## src/rtl/spi_to_axis_bridge_packer.sv

```systemverilog
`default_nettype none
// ============================================================================
// Module      : byte_frame_packer
// Description : Collects NUM_BYTES strobed bytes into one frame, first byte in
//               the MSBs. Flags the strobe that completes a frame and presents
//               the completed frame (including that byte) combinationally.
// Revision    : 1.0 - initial release
// ============================================================================
module byte_frame_packer #(
    parameter int NUM_BYTES = 13,
    parameter int BYTE_W    = 8,
    localparam int TDATA_W  = NUM_BYTES * BYTE_W
) (
    input  logic               clk,
    input  logic               reset,
    input  logic               i_valid,
    input  logic [BYTE_W-1:0]  i_data,
    output logic               o_frame_done,
    output logic [TDATA_W-1:0] o_frame_data
);

    localparam int               c_CNT_W    = $clog2(NUM_BYTES);
    localparam logic [c_CNT_W-1:0] c_LAST_IDX = c_CNT_W'(NUM_BYTES - 1);

    // Only the older NUM_BYTES-1 bytes need storage; the newest byte comes
    // straight from the input when the frame completes.
    logic [TDATA_W-BYTE_W-1:0] r_shift;
    logic [c_CNT_W-1:0]        r_count;
    logic [TDATA_W-1:0]        w_next_shift;
    logic                      w_last;

    assign w_next_shift = {r_shift, i_data};
    assign w_last       = (r_count == c_LAST_IDX);

    assign o_frame_done = i_valid && w_last;
    assign o_frame_data = w_next_shift;

    // Shift in one byte per strobe and wrap the byte counter at frame end.
    always_ff @(posedge clk or negedge reset) begin
        if (!reset) begin
            r_shift <= '0;
            r_count <= '0;
        end else if (i_valid) begin
            r_shift <= w_next_shift[TDATA_W-BYTE_W-1:0];
            r_count <= w_last ? '0 : r_count + c_CNT_W'(1);
        end
    end

endmodule
`default_nettype wire

```

## src/rtl/spi_to_axis_bridge.sv

```systemverilog
`default_nettype none
// ============================================================================
// Module      : spi_to_axis_bridge
// Description : Packs a burst of SPI read bytes into one wide AXI4-Stream
//               beat. Assembly is double-buffered from the output register so
//               the next frame is collected while a beat waits for TREADY.
//               Frames completing while the output slot is held are dropped.
// Revision    : 1.0 - initial release
// ============================================================================
module spi_to_axis_bridge #(
    parameter int NUM_BYTES = 13,
    parameter int BYTE_W    = 8,
    localparam int TDATA_W  = NUM_BYTES * BYTE_W
) (
    input  logic               clk,
    input  logic               reset,
    input  logic               read_ready,
    input  logic [BYTE_W-1:0]  read_data,
    input  logic               TREADY,
    output logic               TVALID,
    output logic [TDATA_W-1:0] TDATA
);

    logic               w_frame_done;
    logic [TDATA_W-1:0] w_frame_data;
    logic               w_slot_free;
    logic               r_tvalid;
    logic [TDATA_W-1:0] r_tdata;

    byte_frame_packer #(
        .NUM_BYTES (NUM_BYTES),
        .BYTE_W    (BYTE_W)
    ) u_packer (
        .clk          (clk),
        .reset        (reset),
        .i_valid      (read_ready),
        .i_data       (read_data),
        .o_frame_done (w_frame_done),
        .o_frame_data (w_frame_data)
    );

    // The slot can take a new frame if empty or being drained this cycle.
    assign w_slot_free = !r_tvalid || TREADY;

    // AXIS output register: load on frame completion when free, else drain.
    always_ff @(posedge clk or negedge reset) begin
        if (!reset) begin
            r_tvalid <= 1'b0;
            r_tdata  <= '0;
        end else if (w_frame_done && w_slot_free) begin
            r_tvalid <= 1'b1;
            r_tdata  <= w_frame_data;
        end else if (r_tvalid && TREADY) begin
            r_tvalid <= 1'b0;
        end
    end

    assign TVALID = r_tvalid;
    assign TDATA  = r_tdata;

endmodule
`default_nettype wire

```

## config.mk

```make
export PLATFORM = sky130hd
export DESIGN_NAME = spi_to_axis_bridge
export DESIGN_NICKNAME = d
export VERILOG_FILES = /design/src/rtl/spi_to_axis_bridge_packer.sv /design/src/rtl/spi_to_axis_bridge.sv
export SDC_FILE = /design/constraint.sdc
export NUM_CORES = 1
export LEC_CHECK = 0
export CORE_ASPECT_RATIO = 0.9
export CORE_MARGIN = 2
export CORE_UTILIZATION = 58
export DETAILED_ROUTE_END_ITERATION = 12
export HOLD_SLACK_MARGIN = 0.02
export PLACE_DENSITY = 0.94
export SETUP_SLACK_MARGIN = 0.2
export SLEW_MARGIN = 10
export SYNTH_ARGS = -nofsm -noshare
export SYNTH_HDL_FRONTEND = slang
export SYNTH_SLANG_ARGS = --single-unit
```

## constraint.sdc

```tcl
create_clock -name clk -period 4 [get_ports clk]
set_clock_uncertainty 0.1 [all_clocks]
set_input_delay 0.8 -clock clk [delete_from_list [all_inputs] [get_ports clk]]
set_output_delay 0.8 -clock clk [all_outputs]
set_load 0.03 [all_outputs]
```

==> flow_summary.json, run 1 <==
{
  "rrSetupSlack_ns": 1.58,
  "yosysTopAreaCellShare": 0.6668,
  "hold_viol": 0,
  "drc": 0,
  "cts_setup_buffers": 0,
  "die_area_sq_mm": 0.01420,
  "vias_per_cell": 5.481,
  "path_clk_slew_ns": 0.06,
  "p_leak_nw": 4.380,
  "syn_inst": 451,
  "hold_class": "in -> async",
  "crit_chain": "clkdlybuf4s50_1",
  "crit_type": "reg -> out",
  "wl_per_cell_um": 19.20,
  "critPathTopFamily": "buffers and inverters",
  "areaGrowthSynthToFinish_pct": 25.01,
  "slew_violations": 0,
  "via_count": 4105,
  "slowest_delay_ns": 0.70,
  "cts_tree": "yes",
  "relSlewSlack": 0.4838,
  "worstMarginPinSlew_ns": 0.7743,
  "start_util": 0.5995,
  "register_area_sq_mm": 0.005130,
  "min_period_ns": 2.481,
  "cap_violations": 0,
  "drt_iter0_drc": 192,
  "ys_ff_latch": 205,
  "die_w_um": 125.4,
  "gp_congestion": 0.7430,
  "crit_arrival_ns": 1.58,
  "ys_types": 15,
  "ctsResizeCount": 0,
  "rr_startpoint": "u_packer.r_count[0]",
  "grt_max_degree": 97,
  "fin_ws_ns": 1.519,
  "utilization": 0.7494,
  "crit_required_ns": 3.10,
  "die_y_um": 113.3,
  "clock.fmax_ghz": 0.4030,
  "cts_hold_buf": 0,
  "yosysTopAreaCell": "dfrtp_1",
  "drive_gt1_frac": 0.3094,
  "syn-cell-area_sq_mm": 0.007694,
  "p_per_area_mw_per_mm2": 845.3,
  "n_fill_cell": 746,
  "multi_input_area_sq_mm": 0.002376,
  "numPortBuffers": 116,
  "timing.final.crit_share": 0.6203,
  "outcome": "completed",
  "setup_viol_count_final": 0,
  "worstSetupEndpointType": "output port",
  "htreeDepth": 1,
  "track_usage": 0.2045,
  "synth.avg_cell_area_sq_um": 17.06,
  "io_pins": 117,
  "setup_tns_ns": 0,
  "grt_pass1_vias": 4498,
  "first_pass_iters": 4,
  "antenna_left": 0,
  "place_ws_ns": 1.163,
  "rsz0062_at_grt": "false",
  "rows": 39,
  "cp-start-kind": "flip-flop",
  "cts_buffers": 21,
  "ys_warn_count": 0,
  "clock_latency_ns": 0.47,
  "grt-ovfl-total": 0,
  "critPathBufInv": 1,
  "clockBufferDepth": 3,
  "routed_wl_um": 14380,
  "antenna_cells": 0,
  "hpwl_um": 9134,
  "cts_root_buf": "clkbuf_16",
  "crit_fanout": 3,
  "cpMaxStageDelayCell": "clkdlybuf4s50_1",
  "final_nets": 587,
  "synth_area_leaders": "dfrtp_1, mux2_2, mux2_1",
  "final_common_cell": "dfrtp_1",
  "final_cell_mix": "dfrtp_1, mux2_2, clkdlybuf4s50_1",
  "core_area_sq_mm": 0.01283,
  "ff2ff_path_depth": 6,
  "holdWs_ns": 0.2973,
  "yosysSeqAreaShare": 0.6668,
  "grt_antenna_before_repair": 0,
  "reg2reg_to": "TDATA[52]",
  "grt_pass1_wl_um": 23580,
  "peakVddDrop_v": 0.0004601,
  "cts.sink_count": 205,
  "syn_nets": 465
}
## report_power, final
group	leakage [nW]	switching [mW]	internal, mW
Combinational	1.46	1.46	1.34
Clock	0.333	0.739	1.13
Sequential	2.58	0.563	2.89
## registers in the layout, indices dropped and copies added, names as in the netlist
| name | cells |
|---|---|
| u_packer.r_shift | 96 |
| u_packer.r_count | 4 |
| TVALID | 1 |
| TDATA | 104 |
## worst reg2reg max path, stage by stage (launching register included)
cell	delay [ns]
dfrtp_1	0.41
inv_1	0.13
ha_1	0.25
nand4_2	0.17
a21oi_4	0.16
buf_4	0.63
mux2_1	0.44
## cell type report
| type | instances | area share |
|---|---|---|
| Clock buffer | 31 | 0.06478 |
| Inverter | 5 | 0.001951 |
| Tap cell | 164 | 0.02133 |
| Timing Repair Buffer | 122 | 0.1268 |
| Clock inverter | 4 | 0.004683 |
| Sequential cell | 205 | 0.5334 |
| Multi-Input combinational cell | 218 | 0.2470 |
## layer usage
layer	share of wire	track usage
met5	0	0
met2	0.52	0.3605
met1	0.41	0.2643
met3	0.053	0.04823
met4	0.014	0.03926
## synth_stat cells
cell type and count:
nand4_2 1, buf_4 4, nand2_1 3, mux2_1 60, buf_6 7, a21oi_4 1, o41ai_1 1, dfrtp_1 205
o21ai_0 6, nand3_1 2, ha_1 2, mux2_2 140, a21oi_1 2, buf_2 12, inv_1 5
## metrics by stage
step | total power, mW | instance area [sq um] | cells
after floorplan | 4.973 | 7694 | 451
after global placement | 6.140 | 8950 | 714
after detailed placement | 6.292 | 8950 | 714
after CTS | 8.209 | 9618 | 749
after global routing | 8.503 | 9618 | 749
final | 8.130 | 9618 | 749
## worst max path at each step
| stage | slack (ns) | start | depth (start not counted) | end |
|---|---|---|---|---|
| 4_1_cts | 1.50 | TVALID | 1 | TVALID |
| 6_report | 1.52 | TVALID | 1 | TVALID |
| 5_1_grt | 1.45 | u_packer.r_count[0] | 6 | TDATA[23] |
| 2_1_floorplan | 1.93 | read_ready | 6 | TDATA[28] |
| 3_3_place_gp | 1.24 | read_ready | 4 | u_packer.r_shift[2] |
| 3_5_place_dp | 1.16 | read_ready | 6 | u_packer.r_count[3] |
## cell families (layout without fill, tap and decap cells)
kind of cell               after synthesis  count (layout)  share of synthesized area
adders and majority gates                2               2                   0.003252
and+or+nand+nor                          6               6                   0.004391
buffers and inverters                   28             162                    0.02440
DFF                                    205             205                     0.6668
muxes                                  200             200                     0.2927
AOI/OAI and AO/OA                       10              10                   0.008458
No activity file was read; power rests on OpenSTA's default activity.
==> run 2: changes to the inputs <==
- CORE_UTILIZATION: 58 -> 48
- PLACE_DENSITY: 0.94 -> 0.84
- clock period: 4 -> 2.2 ns (I/O delays scaled with it)
==> run 2 against run 1 <==
  * Highest routed layer unchanged
  * Core utilization is 9.5 points lower
  * Global-route usage down 2.6 points
  * Register-to-register slack worse by 1.4 ns
  * Wire length increased by 12%
  * Clock-buffer cell count grew 1
==> flow_summary.json, run 2 (synthesis results as in run 1) <==
{
  "outcome": "completed",
  "place_ws_ns": 0.07475,
  "hold_viol": 0,
  "numPortBuffers": 116,
  "fin_ws_ns": 0.2233,
  "crit_fanout": 5,
  "hold_class": "in -> reg",
  "worstSetupEndpointType": "flip-flop",
  "vias_per_cell": 5.232,
  "first_pass_iters": 4,
  "drive_gt1_frac": 0.3485,
  "holdWs_ns": 0.2078,
  "min_period_ns": 1.977,
  "path_clk_slew_ns": 0.06,
  "relSlewSlack": 0.6025,
  "htreeDepth": 1,
  "routed_wl_um": 16160,
  "clock_latency_ns": 0.48,
  "grt_pass1_wl_um": 23800,
  "multi_input_area_sq_mm": 0.002427,
  "areaGrowthSynthToFinish_pct": 32.18,
  "drt_iter0_drc": 121,
  "hpwl_um": 9668,
  "cts_buffers": 21,
  "final_cell_mix": "dfrtp_1, mux2_2, dlygate4sd2_1",
  "cts_tree": "yes",
  "cap_violations": 0,
  "p_per_area_mw_per_mm2": 1445,
  "n_fill_cell": 1076,
  "worstMarginPinSlew_ns": 0.5963,
  "die_y_um": 124.1,
  "die_area_sq_mm": 0.01706,
  "grt-ovfl-total": 0,
  "via_count": 4269,
  "crit_arrival_ns": 2.23,
  "start_util": 0.4948,
  "p_leak_nw": 5.039,
  "placed_area_sq_mm": 0.009155,
  "track_usage": 0.1788,
  "rows": 43,
  "peakVddDrop_v": 0.0009936,
  "antenna_cells": 0,
  "timing.final.crit_share": 0.8985,
  "grt_pass1_vias": 4500,
  "register_area_sq_mm": 0.005130,
  "io_pins": 117,
  "stdcell_area_sq_mm": 0.01017,
  "rsz0062_at_grt": "false",
  "clockBufferDepth": 3,
  "clock.fmax_ghz": 0.5059,
  "crit_type": "reg -> reg",
  "antenna_left": 0,
  "cts.sink_count": 205,
  "drc": 0,
  "grt_antenna_before_repair": 0,
  "setup_viol_count_final": 0,
  "final_nets": 614,
  "wl_per_cell_um": 19.81,
  "slew_violations": 0,
  "final_common_cell": "dfrtp_1",
  "fin_cells": 816,
  "die_w_um": 137.5,
  "gp_congestion": 0.7301,
  "cp-start-kind": "flip-flop",
  "dp_cells": 758,
  "crit_required_ns": 2.46,
  "grt_max_degree": 104,
  "largest_reg_flops": 104,
  "core_area_sq_mm": 0.01555,
  "cts_root_buf": "clkbuf_16",
  "setup_tns_ns": 0
}
[run 2: path summary, 6_finish.rpt]
check | startpoint | endpoint | slack (ns) | cells after the start
max | u_packer.r_count[0] | TDATA[53] | 0.22 | 8
min | read_ready | TVALID | 0.21 | 3
max reg2reg | u_packer.r_count[0] | TDATA[53] | 0.22 | 8
min reg2reg | TDATA[50] | TDATA[50] | 0.38 | 1
max in group asynchronous | reset | u_packer.r_shift[2] | 0.95 | 3
min in group asynchronous | reset | u_packer.r_shift[51] | 0.39 | 2
[run 2: cell type report]
type                            instances  area share
Clock buffer                           32     0.06361
Multi-Input combinational cell        218      0.2387
Clock inverter                          5    0.007628
Inverter                                5    0.001845
Timing Repair Buffer                  149      0.1590
Tap cell                              202     0.02485
Sequential cell                       205      0.5044
[run 2: what timing repair did]
action,in CTS,in global routing
resized for setup,109,11
hold buffers,1,0
setup buffers,2,6
pin swaps,0,1
gates cloned,0,12
hold endpoints to repair,46,0
setup endpoints to repair,201,99
[run 2: per-layer routing]
layer,part of all wire,global-route usage
met1,0.43,0.2355
met2,0.49,0.2938
met3,0.065,0.05779
met4,0.017,0.03608
met5,0,0
[run 2: critical path, stage by stage, from the launching register on]
cell	delay, ns
dfrtp_1	0.41
inv_2	0.12
ha_4	0.17
nand4_4	0.11
a21oi_4	0.15
buf_12	0.14
buf_12	0.14
clkbuf_16	0.15
mux2_1	0.34
[run 2: report_power, final]
part	internal [mW]	switching, mW
Sequential	5.25	1.01
Clock	2.25	1.40
Combinational	2.04	2.74
[run 2: metrics by stage]
step                power, mW  utilization
floorplan               9.042            -
global placement        11.26       0.5888
detailed placement      11.49       0.5888
CTS                     14.58       0.6297
global route            15.45       0.6541
finish                  14.69       0.6541
